$ cat src/rtl/mult.sv
// IEEE-754 binary32 multiplier with one registered stage; denormals flush to zero.
// Default rounding truncates; define MULT_ROUND_NEAREST_EN for round-to-nearest-even.
module mult (
    input  logic        clk,
    input  logic        rst,
    input  logic        en,
    input  logic [31:0] A,
    input  logic [31:0] B,
    output logic [31:0] result
);

    localparam logic [31:0] QNAN = 32'h7FC0_0000;

    // Normalise the 48-bit significand product, round it, then apply the exponent range limits.
    function automatic logic [31:0] round_pack(input logic              sign,
                                               input logic signed [9:0] e_sum,
                                               input logic [47:0]       p);
        logic [22:0]       mant;
        logic signed [9:0] e;
`ifdef MULT_ROUND_NEAREST_EN
        logic              guard;
        logic              sticky;
        logic [23:0]       mant_rnd;
`endif
        if (p[47]) begin
            mant = p[46:24];
            e    = e_sum + 10'sd1;
        end else begin
            mant = p[45:23];
            e    = e_sum;
        end
`ifdef MULT_ROUND_NEAREST_EN
        guard    = p[47] ? p[23] : p[22];
        sticky   = p[47] ? (|p[22:0]) : (|p[21:0]);
        mant_rnd = {1'b0, mant} + {23'd0, guard & (sticky | mant[0])};
        mant     = mant_rnd[22:0];
        if (mant_rnd[23]) begin
            e = e + 10'sd1;
        end
`endif
        if (e >= 10'sd255) begin
            return {sign, 8'hFF, 23'd0};
        end else if (e <= 10'sd0) begin
            return 32'h0000_0000;
        end else begin
            return {sign, e[7:0], mant};
        end
    endfunction

    logic              sign_p0;
    logic              a_nan_p0, b_nan_p0;
    logic              a_inf_p0, b_inf_p0;
    logic              a_zero_p0, b_zero_p0;
    logic [23:0]       mant_a_p0, mant_b_p0;
    logic [47:0]       prod_p0;
    logic signed [9:0] e_sum_p0;
    logic [31:0]       next_p0;
    logic [31:0]       result_p1;

`ifndef MULT_ROUND_NEAREST_EN
    logic              unused_low_p0;
    assign unused_low_p0 = ^prod_p0[22:0];
`endif

    always_comb begin
        sign_p0   = A[31] ^ B[31];
        a_nan_p0  = (&A[30:23]) && (|A[22:0]);
        b_nan_p0  = (&B[30:23]) && (|B[22:0]);
        a_inf_p0  = (&A[30:23]) && !(|A[22:0]);
        b_inf_p0  = (&B[30:23]) && !(|B[22:0]);
        a_zero_p0 = !(|A[30:23]);
        b_zero_p0 = !(|B[30:23]);
        mant_a_p0 = {1'b1, A[22:0]};
        mant_b_p0 = {1'b1, B[22:0]};
        prod_p0   = mant_a_p0 * mant_b_p0;
        // 10-bit signed exponent covers -125..383 without wrapping
        e_sum_p0  = $signed({2'b00, A[30:23]}) + $signed({2'b00, B[30:23]}) - 10'sd127;

        if (a_nan_p0 || b_nan_p0) begin
            next_p0 = QNAN;
        end else if ((a_inf_p0 && b_zero_p0) || (b_inf_p0 && a_zero_p0)) begin
            next_p0 = QNAN;
        end else if (a_inf_p0 || b_inf_p0) begin
            next_p0 = {sign_p0, 8'hFF, 23'd0};
        end else if (a_zero_p0 || b_zero_p0) begin
            next_p0 = 32'h0000_0000;
        end else begin
            next_p0 = round_pack(sign_p0, e_sum_p0, prod_p0);
        end
    end

    // p0 -> p1: result register
    always_ff @(posedge clk) begin
        if (rst) begin
            result_p1 <= 32'h0000_0000;
        end else if (en) begin
            result_p1 <= next_p0;
        end
    end

    assign result = result_p1;

endmodule

$ cat config.mk
export PLATFORM = sky130hd
export DESIGN_NAME = mult
export DESIGN_NICKNAME = d
export VERILOG_FILES = /design/src/rtl/mult.sv
export SDC_FILE = /design/constraint.sdc
export NUM_CORES = 1
export LEC_CHECK = 0
export CAP_MARGIN = 10
export CORE_MARGIN = 1.5
export CORE_UTILIZATION = 50
export CTS_BUF_LIST = sky130_fd_sc_hd__clkbuf_8
export DETAILED_ROUTE_END_ITERATION = 10
export GPL_TIMING_DRIVEN = 0
export PLACE_DENSITY = 0.68
export SYNTH_ARGS = -nofsm -noshare
export SYNTH_HDL_FRONTEND = slang
export SYNTH_SLANG_ARGS = --single-unit
export TNS_END_PERCENT = 1
$ cat constraint.sdc
create_clock -name clk -period 18.9 [get_ports clk]
set_input_delay 3.78 -clock clk [delete_from_list [all_inputs] [get_ports clk]]
set_output_delay 3.78 -clock clk [all_outputs]
set_load 0.01 [all_outputs]
After elaboration in Yosys (flattened, before gate mapping)
Index checks and enable logic that the tools add are counted.
{"block": "word_totals", "in_bits": 67, "word_cells": 40, "reg_bits": 32, "output_inout_bits": 32}
{"block": "op_classes", "order_cmp": 2, "addsub": 3, "n_bitwise": 1, "n_mux": 12, "n_mul": 1, "n_reduce_logical": 20}
{"op": "$mux 32", "n": 6}
{"op": "$mux 10", "n": 5}
{"op": "$mul 24x24->48", "n": 1}
{"op": "$reduce_or 23->1", "n": 2}
{"op": "$mux 23", "n": 1}
{"op": "$reduce_and 8->1", "n": 2}
{"op": "$reduce_or 8->1", "n": 2}
{"op": "$add 10x2->10 const B", "n": 1}
{"op": "$ge 10x9->1 const B", "n": 1}
{"op": "$le 10x1->1 const B", "n": 1}
{"op": "$sub 9x7->10 const B", "n": 1}
{"op": "$add 8x8->9", "n": 1}
{"op": "$logic_and 1x1->1", "n": 6}
{"op": "$logic_not 1->1", "n": 4}
{"op": "$logic_or 1x1->1", "n": 4}
{"op": "$xor 1x1->1", "n": 1}

Logic depth before layout (Yosys ltp)
Gate-level depths: netlist (run 1).
{"block": "logic_depth", "word_depth": 15, "depth_mapped": 30, "depth_no_buf": 27}

Worst setup path before layout (run 1)
Ideal clock, no wire load.
{"block": "synth_path", "path_type": "input -> register", "from": "input port B[3]", "to": "register result_p1[10] (netlist: result[10])", "required_time_ns": 18.833, "setup_slack_ns": 8.211, "arrival_ns": 10.621, "path_buffers": 2, "path_stages": 28, "setup_ns": 0.067, "cell_sequence": "clkbuf_1 > nand2_1 > fa_1 > inv_1 > fa_1 > inv_1 > fa_1 > inv_1 > fa_1 > inv_1 > fa_1 > inv_1 > fa_1 > inv_1 > fa_1 > inv_1 > ha_1 > and3_1 > nand3_1 > o41ai_2 > a211oi_2 > xnor2_2 > nand4_2 > xnor2_1 > a311o_1 > or3_4 > buf_6 > o21ai_2"}
{"block": "synth_between", "elab_chain_len": 13, "word_cells_on_any_way": 23, "classes_between": "mul (1); order compare (2); mux (12); reduce/logical (8)"}
{"item": "start, declared", "line": "8", "rtl": "input logic [31:0] B,"}
{"item": "$mul 24x24->48", "line": "75", "rtl": "prod_p0 = mant_a_p0 * mant_b_p0;"}
{"item": "$mux 10", "line": "25", "rtl": "if (p[47]) begin"}
{"item": "$mux 10", "line": "85", "rtl": "end else if (a_zero_p0 || b_zero_p0) begin"}
{"item": "$mux 10", "line": "83", "rtl": "end else if (a_inf_p0 || b_inf_p0) begin"}
{"item": "$mux 10", "line": "81", "rtl": "end else if ((a_inf_p0 && b_zero_p0) || (b_inf_p0 && a_zero_p0)) begin"}
{"item": "$mux 10", "line": "79", "rtl": "if (a_nan_p0 || b_nan_p0) begin"}
{"item": "$le 10x1->1", "line": "43", "rtl": "end else if (e <= 10'sd0) begin"}
{"item": "$mux 32", "line": "43"}
{"item": "$mux 32", "line": "41", "rtl": "if (e >= 10'sd255) begin"}
{"item": "$mux 32", "line": "85"}
{"item": "$mux 32", "line": "83"}
{"item": "$mux 32", "line": "81"}
{"item": "$mux 32 (*)", "line": "79"}
{"item": "end signal, assigned", "line": "97", "rtl": "result_p1 <= next_p0;"}
{"item": "end, declared", "line": "58", "rtl": "logic [31:0] result_p1;"}
Every way passes the cells marked *; elsewhere a longest branch is shown, timed or not. The select of a mux whose other input is x is not followed.
A chain may end at the register's enable or synchronous reset.

Worst setup path in the final report (run 1)
{"block": "layout_path", "from": "input port B[16]", "to": "register result_p1[5] (netlist: result[5])"}
Same word-level chain as after synthesis.

==> results.sh, run 1 <==
export IMPL_outcome="finished clean"
export IMPL_crit_path_max_fanout=10
export IMPL_diodes=0
export IMPL_min_from="result[16]"
export IMPL_grt_pass1_vias=17300
export IMPL_ant_nets=0
export IMPL_die_h_um=206
export IMPL_grt_max_degree=11
export IMPL_htree_levels=2
export IMPL_antenna_found_initial=2
export IMPL_r2r_start="result[22]"
export IMPL_crit_path_start_kind="primary input"
export IMPL_io_buffers=97
export IMPL_period_share_pct=69.5
export IMPL_syn_cell_area_um2=20600
export IMPL_worst_clock_skew_ns=0
export IMPL_cp_end_kind="flop"
export IMPL_hold_viol=0
export IMPL_max_freq_mhz=76.2
export IMPL_slew_violations=0
export IMPL_initial_utilization_pct=50.5
export IMPL_synthMuxAreaShare_pct=1.08
export IMPL_worst_pin_slew_ns=0.895
export IMPL_grt_ovfl_total=0
export IMPL_critPathKind="primary input to flop"
export IMPL_synth_xor_area_share_pct=1.82
export IMPL_synth_cell_types=63
export IMPL_cts_clk_slew_worst_paths_ns=0.07
export IMPL_drt_wl_total_um=64200
export IMPL_syn_avg_cell_area_um2=8.65
export IMPL_dp_hpwl_um=56100
export IMPL_async_reset_ff_share_pct=0
export IMPL_ys_seq_area_share_pct=3.11
export IMPL_synth_flop_cell="dfxtp_1"
export IMPL_synth_ff_latch_count=32
export IMPL_hold_path_class="flop to flop"
export IMPL_drc=0
export IMPL_synth_edff_count=0
export IMPL_postCtsResizedCells=0
export IMPL_cts_hold_fix_buffers=0
export IMPL_cp_slowest_cell="clkdlybuf4s50_1"
export IMPL_row_count=74
export IMPL_drive_gt1_share_pct=1.77
export IMPL_clkLatencyLatePin_ns=0.29
export IMPL_crit_start="B[16]"
export IMPL_drt_iter0_drc=1404
export IMPL_cts_tree="done"
export IMPL_largest_reg_flops=32
export IMPL_rsz0062_at_grt="false"
export IMPL_grtUsageMet2_pct=50.2
export IMPL_synth_simple_area_share_pct=17.3
export IMPL_vias=16500
export IMPL_die_width_um=206
export IMPL_grt_pass1_wl_um=100000
export IMPL_numCtsBuffers=5
export IMPL_worstPathArrival_ns=13.30
export IMPL_max_stage_delay_ns=1.03
export IMPL_synth_adder_area_share_pct=58.2
export IMPL_dr_pass1_iters=5
export IMPL_cts_setup_buffers=0
export IMPL_nets=3215
export IMPL_die_area_um2=42400
export IMPL_min_period_ns=13.13
export IMPL_required_ns=19.07
export IMPL_setup_tns_final_ns=0
export IMPL_post_drt_wl_per_cell_um=21.3
export IMPL_clockRootBuffer="clkbuf_8"
export IMPL_synth_cells=2377
export IMPL_gp_congestion=1.03
export IMPL_synth_compound_area_share_pct=5.85
export IMPL_cts_sinks=32
export IMPL_synth_top_family_by_area="adder cells"
export IMPL_yosys_warnings=0
export IMPL_grt_util_met3_pct=8.09
export IMPL_slew_headroom_pct=40.3
export IMPL_max_cap_violations=0
export IMPL_cts_buffer_depth=2
export IMPL_gr_usage_met1_pct=43.0
export IMPL_areaGrowthSynthToFinish_pct=8.48
export IMPL_crit_top_cell="fa_1"
export IMPL_io_pins=99
export IMPL_synth_nets=3111
export IMPL_via_per_inst=5.49
export IMPL_grt_util_all_layers_pct=31.9
export IMPL_coreArea_um2=40700
export IMPL_grt_busiest_layer="met2"
export IMPL_report_final_setup_viol=0
[layout make-up]
| class | count | area (um^2) |
|---|---|---|
| Clock buffer | 5 | 68.8 |
| Fill cell | 3818 | 18400 |
| Timing Repair Buffer | 97 | 971 |
| Inverter | 582 | 2180 |
| Tap cell | 532 | 666 |
| Buffer | 105 | 412 |
| Sequential cell | 32 | 641 |
| Multi-Input combinational cell | 1658 | 17300 |
| Clock inverter | 3 | 38.8 |
[per-stage QoR]
| step | hold WS [ns] | cell area, um^2 | instances | utilization, % | worst slack [ns] |
|---|---|---|---|---|---|
| floorplan | 0.473 | 20600 | 2377 | - | 8.21 |
| detailed placement | 0.451 | 22200 | 3006 | 54.5 | 5.58 |
| global route | 0.496 | 22300 | 3014 | 54.8 | 5.39 |
| global placement | 0.446 | 22200 | 3006 | 54.5 | 5.66 |
| CTS | 0.470 | 22300 | 3014 | 54.8 | 5.80 |
| finish | 0.468 | 22300 | 3014 | 54.8 | 5.77 |
[per-layer routing]
metal | part of all wire [%] | vias up
met4 | 4.5 | 4
met2 | 44 | 759
met5 | 0.036 | -
met1 | 41 | 8370
met3 | 10 | 162
li1 | - | 7247
[cells in the mapped netlist, drive strengths merged (5+ instances only)]
cell    instances  area share, %
and2          217            6.6
nand4          14           0.46
nor2           86            1.6
clkbuf        100            1.8
o21a            6           0.22
o31ai           7           0.26
a21o           11           0.40
nand3          15           0.36
nor4           17           0.52
dfxtp          32            3.1
ha            185             11
inv           579             11
nand2         355            6.5
nand2b          6           0.18
xnor2          31            1.4
and3            6           0.18
buf             5           0.18
o21bai         10           0.36
xor2           11           0.47
fa            482             47
a211oi         10           0.41
mux2i          21            1.0
o21ai          43            1.4
nor3           16           0.41
a21oi          60            1.5
[path summary, 6_finish.rpt]
kind                     end  slack [ns]  cells after the start
setup / recovery   result[5]        5.77                     26
hold / removal    result[16]        0.47                      2
setup reg to reg  result[22]       17.51                      5
hold reg to reg   result[16]        0.47                      2
[logic make-up after synthesis]
logic type | after synthesis
muxes | 22
AOI/OAI and AO/OA | 179
buffers and inverters | 687
adders and majority gates | 667
xor gates and xnor gates | 42
and+or+nand+nor | 748
DFF | 32
[layout by cell type (no fill, tap or decap), drive strengths merged, types with 16 or more instances in the layout]
cell	count
xnor2	31
nor2	86
nand2	355
and2	217
a21oi	60
fa	482
inv	580
nor4	17
mux2i	21
nor3	16
clkbuf	105
clkdlybuf4s50	97
o21ai	43
dfxtp	32
ha	185
[worst max-delay path, delay by kind of cell]
family,cells,cell delay (ns)
adder cells (fa/ha/maj),8,4.08
buffers and inverters,8,2.19
AO/OA/AOI/OAI,4,1.64
AND/OR/NAND/NOR,4,0.83
XOR/XNOR,2,0.76
Power of run 1 is not shown: default switching activity piles up to over one toggle a cycle in this logic, so the estimate is an artifact.
==> run 2, diff against run 1 <==
==> constraint.sdc (replaced) <==
create_clock -name clk -period 12.4 [get_ports clk]
set_input_delay 2.48 -clock clk [delete_from_list [all_inputs] [get_ports clk]]
set_output_delay 2.48 -clock clk [all_outputs]
set_load 0.01 [all_outputs]
==> results of run 2 <==
Same layout as run 1 (identical final DEF). Status: finished clean.
Among the figures that moved: setup slack after placement 5.58 ns -> 0.384 ns; setup slack after layout 5.77 ns -> 0.568 ns; register-to-register setup slack 17.51 ns -> 11.01 ns
Power of run 2 is left out for the same reason.
